`src/rtl/mmio_io_ctrl.sv`:
```
`default_nettype none
// ============================================================================
//  Module   : mmio_io_ctrl
//  Purpose  : Memory-mapped IO controller. Holds the LED and 7-segment
//             registers and a buffered UART path (TX FIFO drains into
//             txuart through a small FSM, RX FIFO fills from rxuart).
//             Registers are decoded by one-hot word-address bits; when
//             several bits are set the lowest one wins.
//  Ports    : clk, reset           - clock, synchronous active-high reset
//             io_sel, word_addr    - IO space select, one-hot register select
//             wdata, wmask, rstrb  - write data, byte enables, read strobe
//             rdata                - combinational read data
//             leds, sseg           - LED and 7-segment registers
//             tx_wr, tx_data       - one-cycle byte hand-off to txuart
//             tx_busy              - txuart busy
//             rx_valid, rx_data    - byte strobe from rxuart
//             irq                  - interrupt (only with IO_IRQ_EN)
//  Options  : define IO_IRQ_EN to add the irq port and the ie register.
//  Revision : 1.0 - initial release
// ============================================================================
module mmio_io_ctrl #(
    parameter int LED_W    = 16,
    parameter int TX_DEPTH = 16,
    parameter int RX_DEPTH = 16
) (
    input  logic             clk,
    input  logic             reset,
    input  logic             io_sel,
    input  logic [3:0]       word_addr,
    input  logic [31:0]      wdata,
    input  logic [3:0]       wmask,
    input  logic             rstrb,
    output logic [31:0]      rdata,
    output logic [LED_W-1:0] leds,
    output logic [31:0]      sseg,
    output logic             tx_wr,
    output logic [7:0]       tx_data,
    input  logic             tx_busy,
    input  logic             rx_valid,
    input  logic [7:0]       rx_data
`ifdef IO_IRQ_EN
    ,
    output logic             irq
`endif
);

    localparam int TX_AW = $clog2(TX_DEPTH);
    localparam int RX_AW = $clog2(RX_DEPTH);

    typedef enum logic [1:0] {
        TX_IDLE  = 2'd0,
        TX_ISSUE = 2'd1,
        TX_HOLD  = 2'd2
    } tx_state_t;

    // Lowest set address bit wins.
    logic sel_led, sel_dat, sel_ctrl, sel_sseg, wr_en;
    assign sel_led  = word_addr[0];
    assign sel_dat  = word_addr[1] & ~word_addr[0];
    assign sel_ctrl = word_addr[2] & ~|word_addr[1:0];
    assign sel_sseg = word_addr[3] & ~|word_addr[2:0];
    assign wr_en    = io_sel & |wmask;

    // FIFO storage and pointers (one extra bit to tell full from empty).
    logic [7:0]     tx_mem [TX_DEPTH];
    logic [7:0]     rx_mem [RX_DEPTH];
    logic [TX_AW:0] tx_wr_ptr, tx_rd_ptr, tx_diff;
    logic [RX_AW:0] rx_wr_ptr, rx_rd_ptr, rx_diff;
    logic           tx_empty, tx_full, rx_ne, rx_full;
    logic           tx_push, tx_pop, rx_push, rx_pop;
    logic           tx_ovf, rx_ovf;
    logic [8:0]     tx_cnt9, rx_cnt9;
    logic [7:0]     tx_count, rx_count, rx_head;
    logic [1:0]     ie;
    tx_state_t      tx_state;

    assign tx_empty = (tx_wr_ptr == tx_rd_ptr);
    assign tx_full  = (tx_wr_ptr[TX_AW] != tx_rd_ptr[TX_AW]) &&
                      (tx_wr_ptr[TX_AW-1:0] == tx_rd_ptr[TX_AW-1:0]);
    assign rx_ne    = (rx_wr_ptr != rx_rd_ptr);
    assign rx_full  = (rx_wr_ptr[RX_AW] != rx_rd_ptr[RX_AW]) &&
                      (rx_wr_ptr[RX_AW-1:0] == rx_rd_ptr[RX_AW-1:0]);

    assign tx_diff  = tx_wr_ptr - tx_rd_ptr;
    assign rx_diff  = rx_wr_ptr - rx_rd_ptr;
    assign tx_cnt9  = 9'(tx_diff);
    assign rx_cnt9  = 9'(rx_diff);
    // A 256-deep FIFO that is full would need 9 bits; report 255 instead.
    assign tx_count = tx_cnt9[8] ? 8'hFF : tx_cnt9[7:0];
    assign rx_count = rx_cnt9[8] ? 8'hFF : rx_cnt9[7:0];
    assign rx_head  = rx_mem[rx_rd_ptr[RX_AW-1:0]];

    assign tx_push  = wr_en & sel_dat & ~tx_full;
    // The FIFO head is handed over on the edge that leaves IDLE.
    assign tx_pop   = (tx_state == TX_IDLE) & ~tx_empty & ~tx_busy;
    assign rx_pop   = io_sel & rstrb & sel_dat & rx_ne;
    // A full RX FIFO still accepts a byte when a pop frees a slot that edge.
    assign rx_push  = rx_valid & (~rx_full | rx_pop);

    // Read mux
    always_comb begin
        rdata = 32'h0;
        if (io_sel) begin
            if (sel_led) begin
                rdata = 32'(leds);
            end else if (sel_dat) begin
                rdata = rx_ne ? {23'h0, 1'b1, rx_head} : 32'h0;
            end else if (sel_ctrl) begin
                rdata = {tx_count, rx_count, 3'b000, tx_ovf, rx_ovf,
                         tx_empty, tx_full, rx_ne, 6'b000000, ie};
            end else if (sel_sseg) begin
                rdata = sseg;
            end
        end
    end

    // FIFO data arrays (no reset needed; validity is tracked by pointers)
    always_ff @(posedge clk) begin
        if (tx_push) tx_mem[tx_wr_ptr[TX_AW-1:0]] <= wdata[7:0];
        if (rx_push) rx_mem[rx_wr_ptr[RX_AW-1:0]] <= rx_data;
    end

    // Registers, pointers and sticky flags
    always_ff @(posedge clk) begin
        if (reset) begin
            leds      <= '0;
            sseg      <= '0;
            tx_wr_ptr <= '0;
            tx_rd_ptr <= '0;
            rx_wr_ptr <= '0;
            rx_rd_ptr <= '0;
            tx_ovf    <= 1'b0;
            rx_ovf    <= 1'b0;
        end else begin
            if (wr_en && sel_led) begin
                for (int i = 0; i < LED_W; i++) begin
                    if (wmask[i/8]) leds[i] <= wdata[i];
                end
            end
            if (wr_en && sel_sseg) begin
                for (int b = 0; b < 4; b++) begin
                    if (wmask[b]) sseg[8*b +: 8] <= wdata[8*b +: 8];
                end
            end
            if (tx_push) tx_wr_ptr <= tx_wr_ptr + 1'b1;
            if (tx_pop)  tx_rd_ptr <= tx_rd_ptr + 1'b1;
            if (rx_push) rx_wr_ptr <= rx_wr_ptr + 1'b1;
            if (rx_pop)  rx_rd_ptr <= rx_rd_ptr + 1'b1;
            // Set has priority over a write-one-to-clear in the same cycle.
            if (wr_en && sel_dat && tx_full)        tx_ovf <= 1'b1;
            else if (wr_en && sel_ctrl && wdata[12]) tx_ovf <= 1'b0;
            if (rx_valid && rx_full && !rx_pop)      rx_ovf <= 1'b1;
            else if (wr_en && sel_ctrl && wdata[11]) rx_ovf <= 1'b0;
        end
    end

    // TX FSM: IDLE -> ISSUE (tx_wr high) -> HOLD -> IDLE, 3 cycles per byte.
    // HOLD gives txuart one cycle to raise tx_busy before IDLE looks again.
    always_ff @(posedge clk) begin
        if (reset) begin
            tx_state <= TX_IDLE;
            tx_wr    <= 1'b0;
            tx_data  <= 8'h00;
        end else begin
            case (tx_state)
                TX_IDLE: begin
                    tx_wr <= 1'b0;
                    if (tx_pop) begin
                        tx_state <= TX_ISSUE;
                        tx_wr    <= 1'b1;
                        tx_data  <= tx_mem[tx_rd_ptr[TX_AW-1:0]];
                    end
                end
                TX_ISSUE: begin
                    tx_wr    <= 1'b0;
                    tx_state <= TX_HOLD;
                end
                TX_HOLD: begin
                    tx_wr    <= 1'b0;
                    tx_state <= TX_IDLE;
                end
                default: begin
                    tx_wr    <= 1'b0;
                    tx_state <= TX_IDLE;
                end
            endcase
        end
    end

`ifdef IO_IRQ_EN
    always_ff @(posedge clk) begin
        if (reset) begin
            ie  <= 2'b00;
            irq <= 1'b0;
        end else begin
            if (wr_en && sel_ctrl) ie <= wdata[1:0];
            irq <= (ie[0] & rx_ne) | (ie[1] & tx_empty) | rx_ovf;
        end
    end
`else
    assign ie = 2'b00;
`endif

endmodule
`default_nettype wire
```
`config.mk`:
```
export PLATFORM = sky130hd
export DESIGN_NAME = mmio_io_ctrl
export DESIGN_NICKNAME = d
export VERILOG_FILES = /design/src/rtl/mmio_io_ctrl.sv
export SDC_FILE = /design/constraint.sdc
export NUM_CORES = 1
export LEC_CHECK = 0
export CORE_MARGIN = 2
export CORE_UTILIZATION = 51
export CTS_CLUSTER_DIAMETER = 50
export DETAILED_ROUTE_END_ITERATION = 10
export PLACE_DENSITY = 0.84
export SYNTH_ARGS = -nofsm -noshare
export SYNTH_HDL_FRONTEND = slang
export SYNTH_SLANG_ARGS = --single-unit
```
`constraint.sdc`:
```
create_clock -name clk -period 2.2 [get_ports clk]
set_clock_uncertainty 0.05 [all_clocks]
set_input_delay 0.22 -clock clk [delete_from_list [all_inputs] [get_ports clk]]
set_output_delay 0.22 -clock clk [all_outputs]
set_load 0.02 [all_outputs]
```
==> results.ini, run 1 <==
[timing]
fin_crit_ns=2.74
hold_viol=0
fmax_mhz=365
tightest_slew_ns=0.773
rsz0062_at_grt=yes
tns_ns=-5.48
timing.final.crit_share_pct=125
slew-limit-headroom_pct=48.3
finalMaxSlewViolations=0
finalSetupViolations=32
timing.final.ws_setup_ns=-0.543

[synth]
ys_seq_area_share_pct=67.4
synth_top_area_share_pct=55.2
syn_nets=1014
synth.cell_area_mm2=0.0139
synth-seq-cells=341
synth_edf_count=256
synthCells=940
ys_async_sr_fraction_pct=0
synth_area_leaders=edfxtp_1 (55%), dfxtp_1 (12%), mux4_2 (7.0%)
yosys.area.top_type=edfxtp_1
avgSynthCellArea_um2=14.8
synthFlopType=edfxtp_1
yosys_warnings=0
synth_cell_types=52

[detailed_routing]
firstDrtPassIters=7
vias_per_cell=5.96
vias=9590
drt_wl_total_mm=38.2
wl_per_cell_um=23.7
ant_nets=0
initialDrtViolationCount=946
drcViolationCount=0

[final_layout]
syn2layout_area_growth_pct=33.8
layout_common_cells=edfxtp_1 (256), buf_4 (161), clkdlybuf4s50_1 (109)
layout_commonest_cell=edfxtp_1
final_cell_area_mm2=0.0186
drive_above_1_share_pct=32.6
n_antenna_cell=0
seqCellArea_mm2=0.00941
multi_input_area_mm2=0.00470
fin_nets=1314
nFillCells=1654

[critical_path]
path_class=flop to primary output
critPathSlowestCell=mux4_2
crit_fanout=10
critPathLaunchType=flop
critical_path.endpoint_type=primary output
slowest_delay_ns=0.51
crit_family=multiplexers
crit_chain=buf_12, mux4_2, mux2_2, a221oi_4, a211oi_2, buf_4
cp.depth=6
critical_path_buf_inv_count=2
arrival_ns=2.47
worst_ep_required_time_ns=1.93
r2r.worst_path.cells=10

[global_routing]
grt_max_degree=59
antenna_found_initial=0
grtUsageTotal_pct=26.0
grt_pass1_wl_mm=56.3
grt_pass1_vias=9657
overflow=0

[worst_hold_path]
hold_path_class=input pin to flop
holdPathStages=2

[placement]
hpwl_mm=24.6
port_buffers=142
pre_cts_slack_ns=-0.585
place_area_mm2=0.0169
gp_congestion=0.876

[power_and_ir_drop]
power_density_mw_per_mm2=767
worst_ir_drop_vdd_mv=0.788
p_leak_nw=6.39

[clocking]
path_clk_slew_ns=0.06
clock_latency_ns=0.52
hold_buffers=0
cts_tree=yes
cts_buffer_depth=3
cts.sinks=341
numCtsBuffers=36
cts_root_buffer=clkbuf_16
htreeDepth=2

[status]
violations=negative setup slack
status=finished, violations left

[floorplan]
fp.dieH_um=169
initial_utilization_pct=51.8
placeableCoreArea_mm2=0.0269
core.rowCount=60
ios=143
die_area_mm2=0.0286
die_w_um=169

[run]
drv_cap=0

timing repair:
action | 4_1_cts | 5_1_grt
pin swaps | 21 | 25
buffers inserted | 8 | 10
cloned | 1 | 0
resized for setup | 181 | 88
setup endpoints to repair | 32 | 121
logic make-up (layout without fill, tap and decap cells):
logic type | Yosys count | count (layout) | share of synthesized area (%)
flops | 341 | 341 | 67.4
xor+xnor | 25 | 25 | 1.57
buf+inv | 64 | 391 | 2.16
simple gates | 246 | 246 | 7.96
compound gates | 131 | 131 | 6.26
mux | 113 | 113 | 12.7
fa+ha+maj | 20 | 20 | 1.91
registers in the layout, indices dropped and copies added (netlist names), named ones only:
name,flops
rx_mem,128
tx_wr_ptr,5
tx_wr,1
tx_state,2
tx_rd_ptr,5
rx_wr_ptr,5
rx_ovf,1
tx_ovf,1
tx_data,8
sseg,32
leds,16
rx_rd_ptr,5
tx_mem,128
synth_stat cells, types with 12 or more instances:
library cell and count:
mux2_2 15, o22ai_1 19, nand2_1 60, buf_2 14
edfxtp_1 256, mux4_2 43, nand3_1 40, xnor2_1 13
xor2_1 12, mux2i_1 50, ha_1 18, dfxtp_1 85
a21oi_1 43, clkbuf_1 28, a22oi_1 19, nor2_1 92
final timing paths:
check          startpoint  slack [ns]           end
max                  flop       -0.54      rdata[2]
min                 reset        0.16      sseg[25]
max reg2reg  rx_wr_ptr[0]       -0.04  rx_mem[2][3]
min reg2reg   tx_state[1]        0.38   tx_state[1]
through the flow:
step	util (%)	hold WS [ns]	power, mW	cells
detailed placement	62.9	0.368	8.25	1528
global route	69.3	0.165	14.7	1608
finish	69.3	0.161	14.3	1608
global placement	62.9	0.353	8.22	1528
floorplan	-	0.269	7.68	940
CTS	68.2	0.153	14.2	1602
report_power, final:
| part | switching (mW) | internal (mW) |
|---|---|---|
| registers | 0.0498 | 6.99 |
| logic | 0.659 | 0.593 |
| clock network | 2.47 | 3.53 |
layout make-up:
cell class	instances	share of cell area, %
clock buffer	47	5.27
multi-input combinational	535	25.3
clock inverter	18	1.03
timing repair buffer	313	15.3
sequential	341	50.5
inverter	13	0.275
tap	341	2.29
metal layers:
layer  up-vias  track usage (%)  share of wire (%)
met4         0             10.1                3.6
met5         -                0                  0
met1      4798             32.4                 38
li1       4200                -                  -
met3        98             5.74                8.5
met2       494             44.7                 50
Note: power is estimated with default switching activity, not from simulation.
==> run 2: changes to the inputs <==
--- a/config.mk
+++ b/config.mk
@@ -13,3 +13,4 @@
 export SYNTH_ARGS = -nofsm -noshare
 export SYNTH_HDL_FRONTEND = slang
 export SYNTH_SLANG_ARGS = --single-unit
+export TNS_END_PERCENT = 1
==> run 2 against run 1 <==
- cell count down 1.2%
- largest cell class unchanged
- setup slack worse by 0.11 ns
- critical path type unchanged
- non-clock buffer count down 21
- sequential share of layout area up 1.3 points
- critical endpoint is now rdata[6]
- combinational power down 7%
- the flow still finishes with violations (negative setup slack)
- first-iteration DRC count up 23%
- fmax down 4.0%
- global-route usage down 0.23 points
- critical path depth up 4
- power down 2.3%
- sequential power about the same
==> results.ini, run 2 (synthesis results as in run 1) <==
[detailed_routing]
firstDrtPassIters=5
ant_nets=0
drt_wl_total_mm=38.1
wl_per_cell_um=24.0
initialDrtViolationCount=1163
drcViolationCount=0
vias_per_cell=6.11
vias=9707

[global_routing]
use_met3_pct=3.75
grt_max_degree=54
grt_pass1_wl_mm=55.8
grt_pass1_vias=9581
overflow=0
grt_util_met2_pct=44.3
antenna_found_initial=0
grtUsageTotal_pct=25.8
gr-usage-met1_pct=33.2
gr-max-usage-layer=met2

[final_layout]
n_antenna_cell=0
layout_commonest_cell=edfxtp_1
drive_above_1_share_pct=28.2
final_core_util_pct=67.5
syn2layout_area_growth_pct=30.2
nFillCells=1740
seqCellArea_mm2=0.00940
fin_nets=1294
multi_input_area_mm2=0.00450
layout_common_cells=edfxtp_1 (256), buf_4 (145), clkdlybuf4s50_1 (108)

[critical_path]
r2r_slack_ns=-0.05
worst_ep_required_time_ns=1.93
critical_path.endpoint_type=primary output
worstReg2RegStart=rx_rd_ptr[2]
crit_end=rdata[6]
r2r.worst_path.cells=8
crit_fanout=6
path_class=flop to primary output
slowest_delay_ns=0.35
critPathSlowestCell=dfxtp_2
worstReg2RegEnd=rx_mem[9][3]
cp-startpoint=rx_rd_ptr[2]
arrival_ns=2.59
crit_chain=inv_2, ha_4, nand4_1, nor2_2, nor2b_2, buf_6, buf_12, a221oi_2, a211oi_1, buf_4
critPathLaunchType=flop

[timing]
slew-limit-headroom_pct=46.1
finalMaxSlewViolations=0
fin_crit_ns=2.86
timing.hold.ws_ns=0.212
finalSetupViolations=43
hold_viol=0
timing.final.ws_setup_ns=-0.656
rsz0062_at_grt=yes
fmax_mhz=350
timing.final.crit_share_pct=130
tightest_slew_ns=0.806

[run]
drv_cap=0

[clocking]
clock_latency_ns=0.52
htreeDepth=2
cts.sinks=341
cts_buffer_depth=3
cts_root_buffer=clkbuf_16
cts_tree=yes
path_clk_slew_ns=0.06
numCtsBuffers=37

[status]
violations=negative setup slack
status=finished, violations left

[floorplan]
die_area_mm2=0.0286
core.rowCount=60
initial_utilization_pct=51.8
fp.dieH_um=169
placeableCoreArea_mm2=0.0269
die_w_um=169
ios=143

[power_and_ir_drop]
worst_ir_drop_vdd_mv=0.691
p_leak_nw=6.21
power_density_mw_per_mm2=770

[placement]
hpwl_mm=24.6
gp_congestion=0.924
port_buffers=142

[worst_hold_path]
hold_path_class=input pin to flop

## run 2: layout make-up
type / instances / area share, %
sequential: 341 / 51.9
multi-input combinational: 535 / 24.8
timing repair buffer: 292 / 14.6
clock buffer: 45 / 5.27
tap: 341 / 2.35
clock inverter: 22 / 0.842
inverter: 13 / 0.269
## run 2: what timing repair did
item,in CTS,in global routing
buffers inserted,2,0
hold endpoints to repair,5,0
hold buffers,1,0
pin swaps,7,12
cloned,1,0
setup endpoints to repair,48,127
gates resized for setup,153,64
## run 2: worst min-delay path by stage
stage | startpoint | to | slack [ns] | depth (start not counted)
after floorplan | rx_data[0] | rx_mem[0][0] | 0.27 | 0
after global placement | tx_state[1] | tx_state[1] | 0.35 | 1
after detailed placement | tx_state[1] | tx_state[1] | 0.38 | 1
after CTS | wdata[17] | sseg[17] | 0.20 | 3
after global routing | wdata[23] | sseg[23] | 0.22 | 3
final | wdata[17] | sseg[17] | 0.21 | 3
## run 2: per-stage QoR
stage                     std cells  instance area [um2]  TNS, ns  total power [mW]  worst slack [ns]
after floorplan                 940                13900    -8.64              7.67            -0.199
after global placement         1519                16800   -36.09              8.22            -0.443
after detailed placement       1519                16800   -48.82              8.25            -0.504
after CTS                      1589                18000    -6.33              13.9            -0.587
after global routing           1589                18100   -11.28              14.3            -0.658
final                          1589                18100    -7.43              14.0            -0.656
## run 2: per-layer routing
metal	share of wire, %	wire (um)
met3	7.8	2990
met5	0	0
met4	3.8	1450
met2	50	19200
met1	38	14500
## run 2: critical path: cells and delay by family (launching register included)
kind                     cells  cell delay, ns
flip-flops                   1            0.35
AO/OA/AOI/OAI                2            0.36
buffers and inverters        4            0.53
adder cells (fa/ha/maj)      1            0.27
AND/OR/NAND/NOR              3            0.54
## run 2: power breakdown
group / switching (mW) / leakage, nW / internal (mW) / total [mW]
Combinational: 0.624 / 2.66 / 0.538 / 1.16
Clock: 2.52 / 0.544 / 3.25 / 5.77
Sequential: 0.0487 / 3.00 / 6.99 / 7.04
Total: 3.19 / 6.21 / 10.8 / 14.0
==> run 3: changes to the inputs <==
--- a/config.mk
+++ b/config.mk
@@ -10,6 +10,8 @@
 export CTS_CLUSTER_DIAMETER = 50
 export DETAILED_ROUTE_END_ITERATION = 10
 export PLACE_DENSITY = 0.84
+export RECOVER_POWER = 25
+export SLEW_MARGIN = 15
 export SYNTH_ARGS = -nofsm -noshare
 export SYNTH_HDL_FRONTEND = slang
 export SYNTH_SLANG_ARGS = --single-unit
==> run 3 against run 2 <==
- the run still ends with negative setup slack left
- non-clock buffer count did not move
- combinational power barely moved
- sequential share of layout area barely moved
==> results.ini, run 3 (synthesis results as in run 1) <==
[status]
status=finished, violations left
violations=negative setup slack

[worst_hold_path]
hold_path_end=sseg[17]
holdPathStages=3
hold_path_class=input pin to flop
hp-start=wdata[17]

[detailed_routing]
ant_nets=0
vias=9683
dr.max_layer_used=met4
firstDrtPassIters=5
wl_per_cell_um=24.0
vias_per_cell=6.09
wl_met3_mm=2.96
drcViolationCount=0
initialDrtViolationCount=1156
wl_met1_mm=14.5
drt_wl_total_mm=38.1
met2WireLength_mm=19.1

[power_and_ir_drop]
switching_power_mw=3.19
total_power_mw=14.0
clockPowerShare_pct=41.3
p_leak_nw=6.21
power_density_mw_per_mm2=770
p_comb_share_pct=8.3
seqPwrFrac_pct=50.4
internal_power_mw=10.8
worst_ir_drop_vdd_mv=0.692
swShare_pct=22.9

[critical_path]
r2r.worst_path.cells=8
worst_ep_required_time_ns=1.93
critical_path.endpoint_type=primary output
crit_fanout=6
critPathSlowestCell=dfxtp_2
arrival_ns=2.56
r2r_slack_ns=-0.05
crit_chain=inv_2, ha_4, nand4_1, nor2_2, nor2b_2, buf_6, buf_12, a221oi_2, a211oi_1, buf_4
worstReg2RegStart=rx_rd_ptr[2]
worstReg2RegEnd=rx_mem[9][3]
slowest_delay_ns=0.35
critPathLaunchType=flop
path_class=flop to primary output

[floorplan]
die_area_mm2=0.0286
initial_utilization_pct=51.8
fp.dieH_um=169
placeableCoreArea_mm2=0.0269
core.rowCount=60
ios=143
die_w_um=169

[final_layout]
fin_cells=1589
syn2layout_area_growth_pct=30.2
layout_commonest_cell=edfxtp_1
drive_above_1_share_pct=28.1
n_antenna_cell=0
fin_nets=1294
layout_common_cells=edfxtp_1 (256), buf_4 (144), clkdlybuf4s50_1 (97)
nFillCells=1742

[placement]
pre_cts_slack_ns=-0.504
dpl.cell_count=1519
port_buffers=142
gp_congestion=0.924
hpwl_mm=24.6

[clocking]
cts_root_buffer=clkbuf_16
cts_tree=yes
clock_latency_ns=0.52
path_clk_slew_ns=0.06
cts.sinks=341
htreeDepth=2
cts_buffer_depth=3
numCtsBuffers=37

[timing]
rsz0062_at_grt=yes
finalSetupViolations=43
timing.final.ws_setup_ns=-0.629
timing.final.crit_share_pct=129
fin_crit_ns=2.83
slew-limit-headroom_pct=40.4
fmax_mhz=354
timing.hold.ws_ns=0.212
tns_ns=-7.26
tightest_slew_ns=0.895
hold_viol=0
finalMaxSlewViolations=0

[global_routing]
antenna_found_initial=0
grt_max_degree=54
grtUsageTotal_pct=25.8
grt_pass1_vias=9581
grt_pass1_wl_mm=55.8
overflow=0

[run]
drv_cap=0

run 3: worst max path at each step:
| stage | start | to | slack (ns) | cells after the start |
|---|---|---|---|---|
| 3_5_place_dp | flop | rdata[6] | -0.50 | 7 |
| 5_1_grt | flop | rdata[6] | -0.66 | 7 |
| 3_3_place_gp | flop | rdata[6] | -0.44 | 7 |
| 6_report | rx_rd_ptr[2] | rdata[6] | -0.63 | 10 |
| 2_1_floorplan | rx_wr_ptr[0] | rx_mem[1][0] | -0.20 | 6 |
| 4_1_cts | flop | rdata[7] | -0.59 | 7 |
run 3: per-stage QoR:
step	util (%)	instance area, um2
after detailed placement	62.5	16800
after global placement	62.5	16800
after floorplan	-	13900
after CTS	66.8	18000
final	67.4	18100
after global routing	67.4	18100
run 3: critical path: cells and delay by family (launching register included):
family,cells,cell delay (ns)
buffers and inverters,4,0.53
flip-flops,1,0.35
adder cells (fa/ha/maj),1,0.27
AO/OA/AOI/OAI,2,0.36
AND/OR/NAND/NOR,3,0.53
run 3: layer usage:
layer,track usage [%],up-vias
met4,10.8,0
li1,-,4172
met5,0,-
met1,33.2,4822
met2,44.3,582
met3,3.75,107
run 3: layout make-up:
cell class | count | area [um2] | area share [%]
clock buffer | 45 | 956 | 5.27
sequential | 341 | 9400 | 51.9
tap | 341 | 427 | 2.35
clock inverter | 22 | 153 | 0.842
timing repair buffer | 292 | 2640 | 14.6
multi-input combinational | 535 | 4500 | 24.8
inverter | 13 | 48.8 | 0.269
run 3: power groups by stage:
stage	Sequential [mW]	Clock [mW]	Combinational, mW
finish	7.04	5.77	1.16
CTS	7.03	5.79	1.10
global placement	7.16	0	1.05
global route	7.04	6.07	1.23
floorplan	7.21	0	0.462
detailed placement	7.17	0	1.08
run 3: repair_timing:
item / CTS / global route
setup endpoints to repair: 48 / 127
buffers inserted: 2 / 0
pin swaps: 7 / 12
resized for setup: 153 / 64
hold buffers: 1 / 0
cloned: 1 / 0
endpoints found under the hold margin: 5 / 0
==> RTL change 1 (config.mk and constraints of run 2) <==
The option `IO_IRQ_EN` is turned on by a define.
--- a/src/rtl/mmio_io_ctrl.sv
+++ b/src/rtl/mmio_io_ctrl.sv
@@ -19,4 +19,6 @@
 //  Revision : 1.0 - initial release
 // ============================================================================
+`define IO_IRQ_EN
+
 module mmio_io_ctrl #(
     parameter int LED_W    = 16,
Behaviour (old outputs only; new: irq): not the same (Yosys sat finds a counterexample within 4 cycles, from zero or initial values and one cycle with reset high).
==> RTL change 1 against run 2 <==
- the flow still finishes with violations (negative setup slack)
- sequential cell count grew 3
- synthesized cell count grew 2.3%
- die area rose by 2.0%
- first-iteration DRC count down 11%
- design area up 3.7%
- combinational power shrank 14%
- clock power rose by 5.7%
- via count shrank 1.5%
- count of clock-buffer cells in the layout grew 1
- sequential power increased by 0.6%
- total power rose by 1.5%
- routed wire length shrank 2.8%
- setup slack lost 0.0028 ns
- synthesized area grew 2.0%
- largest cell class unchanged
- largest power group unchanged
==> RTL change 1: results (changes against run 2) <==
Power and ir drop
  – Seq. pwr: 7.08 mW (was 7.04 mW)
  – Clock-net power: 6.10 mW (was 5.77 mW)
  – Max rail drop VDD: 0.6633 mV (was 0.6913 mV)
  – Leakage power: 6.464 nW (was 6.207 nW)

Timing
  – Final worst setup slack: -0.6590 ns (was -0.6563 ns)
  – Worst slew pin tran: 0.8852 ns (was 0.8058 ns)
  – Finish-stage setup viols: 19 (was 43)
  – Final setup TNS: -6.678 ns (was -7.433 ns)

Cells and area
  – Ratio of cells with drive above 1 in the final layout: 28.80% (was 28.21%)
  – Final std cells w/o fill: 1,642 (was 1,589)
  – Final Net Count: 1,308 (was 1,294)

Logic synthesis
  – Post-Syn Nets: 1,036 (was 1,014)
  – Syn Area/Cell: 14.76 sq um (was 14.81 sq um)
  – Mux cell area share after synthesis: 13.35% (was 12.71%)
  – Post-synthesis cell type count: 56 (was 52)
  – Compound-Gate Fraction of Synth Area: 5.796% (was 6.255%)
  – Post-synthesis adder-cell area fraction: 1.868% (was 1.905%)
  – Sequential share of the synthesized area: 66.53% (was 67.44%)
  – Synth area leaders: edfxtp_1 54%, dfxtp_1 12%, mux4_2 6.0% (was edfxtp_1 55%, dfxtp_1 12%, mux4_2 7.0%)

Placement
  – # port buffers: 143 (was 142)
  – Placement Cell Area: 17,470 sq um (was 16,790 sq um)
  – Worst slack at placement: -0.4615 ns (was -0.5040 ns)

Setup path
  – Crit path largest cell delay: 0.57 ns (was 0.35 ns)
  – Reg2reg end: rx_mem[0][0] (was rx_mem[9][3])
  – Setup slack, reg-to-reg: 0.04 ns (was -0.05 ns)
  – R2R cell count: 7 (was 8)
  – Crit Path Max Fanout: 5 (was 6)

Global routing
  – Total track usage: 25.34% (was 25.81%)
  – Vias in the first global route: 9,729 (was 9,581)
  – Grt met3 use: 5.390% (was 3.755%)
  – Met1 Usage GRT: 31.38% (was 33.15%)

Status
  – Violated checks: negative setup slack (unchanged)
  – Status: complete, but fails checks (unchanged)

Detailed routing
  – M1 wire length: 14.08 mm (was 14.46 mm)

Hold path
  – Hold endpoint: tx_wr (was sseg[17])
  – Hold_sp: reset (was wdata[17])
==> RTL change 1: cell count changes in the layout (fill, tap and decap cells not counted), moves of 9 or more <==
cell      before  now
nor2_1        87   60
buf_12        14   25
a21oi_1       38   49
buf_4        145  126
nor2_2         3   16
o22ai_1       18    6
o221ai_1       0   10
nor2b_1        8   18
a22oi_1       17    8
==> RTL change 1: timing repair <==
action | 4_1_cts | 5_1_grt
setup buffers | 1 | 0
gates cloned | 1 | 1
setup endpoints to repair | 146 | 156
resized for setup | 142 | 45
pin swaps | 14 | 17
==> RTL change 1: area by class of cell <==
class	count	area, sq um	area share (%)
Inverter	14	57.56	0.3062
Tap cell	378	473.0	2.516
Clock inverter	24	230.2	1.225
Sequential cell	344	9468	50.37
Clock buffer	46	992.2	5.279
Timing Repair Buffer	288	2773	14.75
Multi-Input combinational cell	548	4803	25.55
==> RTL change 2 (flow settings as in run 2) <==
Without the edit above. The 3 states of `tx_state_t` get a one-hot encoding in 3 bits.
--- a/src/rtl/mmio_io_ctrl.sv
+++ b/src/rtl/mmio_io_ctrl.sv
@@ -48,8 +48,8 @@
     localparam int RX_AW = $clog2(RX_DEPTH);
 
-    typedef enum logic [1:0] {
-        TX_IDLE  = 2'd0,
-        TX_ISSUE = 2'd1,
-        TX_HOLD  = 2'd2
+    typedef enum logic [2:0] {
+        TX_IDLE  = 3'b001,
+        TX_ISSUE = 3'b010,
+        TX_HOLD  = 3'b100
     } tx_state_t;
 
Check against the original RTL: same outputs for any inputs over 4 cycles, from zero or initial values and one cycle with reset high; so few cycles prove little.
==> RTL change 2 against run 2 <==
- the flow still finishes with violations (negative setup slack)
- synthesized area grew 0.82%
- total power grew 0.22%
- sequential power is essentially flat
- global-route usage grew 1.3 points
- fmax shrank 0.74%
- design area grew 0.48%
- synthesized cell count grew 4.1%
- setup slack lost 0.021 ns
- sequential cell count grew 1
- routed wire length grew 4.1%
- critical path type unchanged
- critical endpoint is now rdata[0]
- largest cell class unchanged
==> RTL change 2: results (changes against run 2) <==
Clock tree
  – Cts bufs inserted: 36 (was 37)
  – Post-CTS Resized: 190 (was 153)

Setup path
  – Reg2reg end: rx_mem[0][0] (was rx_mem[9][3])
  – Top delay family on crit path: buffers and inverters (was simple AND/OR/NAND/NOR gates)
  – Setup crit end: rdata[0] (was rdata[6])
  – Setup slack, reg-to-reg: -0.11 ns (was -0.05 ns)
  – Slowest CP cell: a211oi_2 (was dfxtp_2)

Logic synthesis
  – Mapped Cells: 979 (was 940)
  – Compound-Gate Fraction of Synth Area: 6.498% (was 6.255%)
  – Synth Area in XOR/XNOR: 1.560% (was 1.573%)
  – Synth area leaders: edfxtp_1 55%, dfxtp_1 12%, mux4_2 5.6% (was edfxtp_1 55%, dfxtp_1 12%, mux4_2 7.0%)
  – Sequential share of the synthesized area: 67.04% (was 67.44%)

Cells and area
  – Final Net Count: 1,323 (was 1,294)

Hold path
  – Hold endpoint: sseg[27] (was sseg[17])

Placement
  – Post-DP HPWL: 24.17 mm (was 24.58 mm)
  – Gpl congestion: 0.9058 (was 0.9243)
  – Worst slack at placement: -0.7526 ns (was -0.5040 ns)

Detailed routing
  – Drt initial violations: 1,025 (was 1,163)
  – DR vias: 9,841 (was 9,707)
  – Routed wire length: 39.63 mm (was 38.09 mm)

Timing
  – Final worst setup slack: -0.6775 ns (was -0.6563 ns)
  – Rel. slew slack: 44.86% (was 46.11%)
  – Finish-stage setup viols: 85 (was 43)
  – Final Hold Slack: 0.1939 ns (was 0.2116 ns)

Global routing
  – Largest net degree at the start of global routing: 39 (was 54)

Status
  – Status: complete, but fails checks (unchanged)
  – Violated checks: negative setup slack (unchanged)
[RTL change 2: cell type report]
class,instances,area share [%]
sequential,342,51.71
multi-input combinational,567,25.02
timing repair buffer,289,14.36
clock buffer,41,5.103
tap,341,2.342
clock inverter,24,1.181
inverter,13,0.2816
[RTL change 2: report_power, final]
| group | internal (mW) | leakage [nW] | switching, mW |
|---|---|---|---|
| registers | 7.01 | 3.01 | 0.0471 |
| logic | 0.503 | 2.57 | 0.622 |
| clock network | 3.23 | 0.564 | 2.59 |
| total | 10.7 | 6.15 | 3.26 |
[RTL change 2: layer usage]
metal	share of wire (%)	wire, um	track usage [%]	vias up
li1	-	-	-	4260
met1	37	14730	33.69	4888
met2	51	20200	46.14	578
met3	7.5	2953	5.628	115
met4	4.4	1747	11.82	0
met5	0	0	0	-
[RTL change 2: worst min-delay path: cells and delay by family]
| kind | cells | cell delay (ns) |
|---|---|---|
| buf+inv | 1 | 0.39 |
| simple gates | 1 | 0.06 |
| compound gates | 1 | 0.05 |
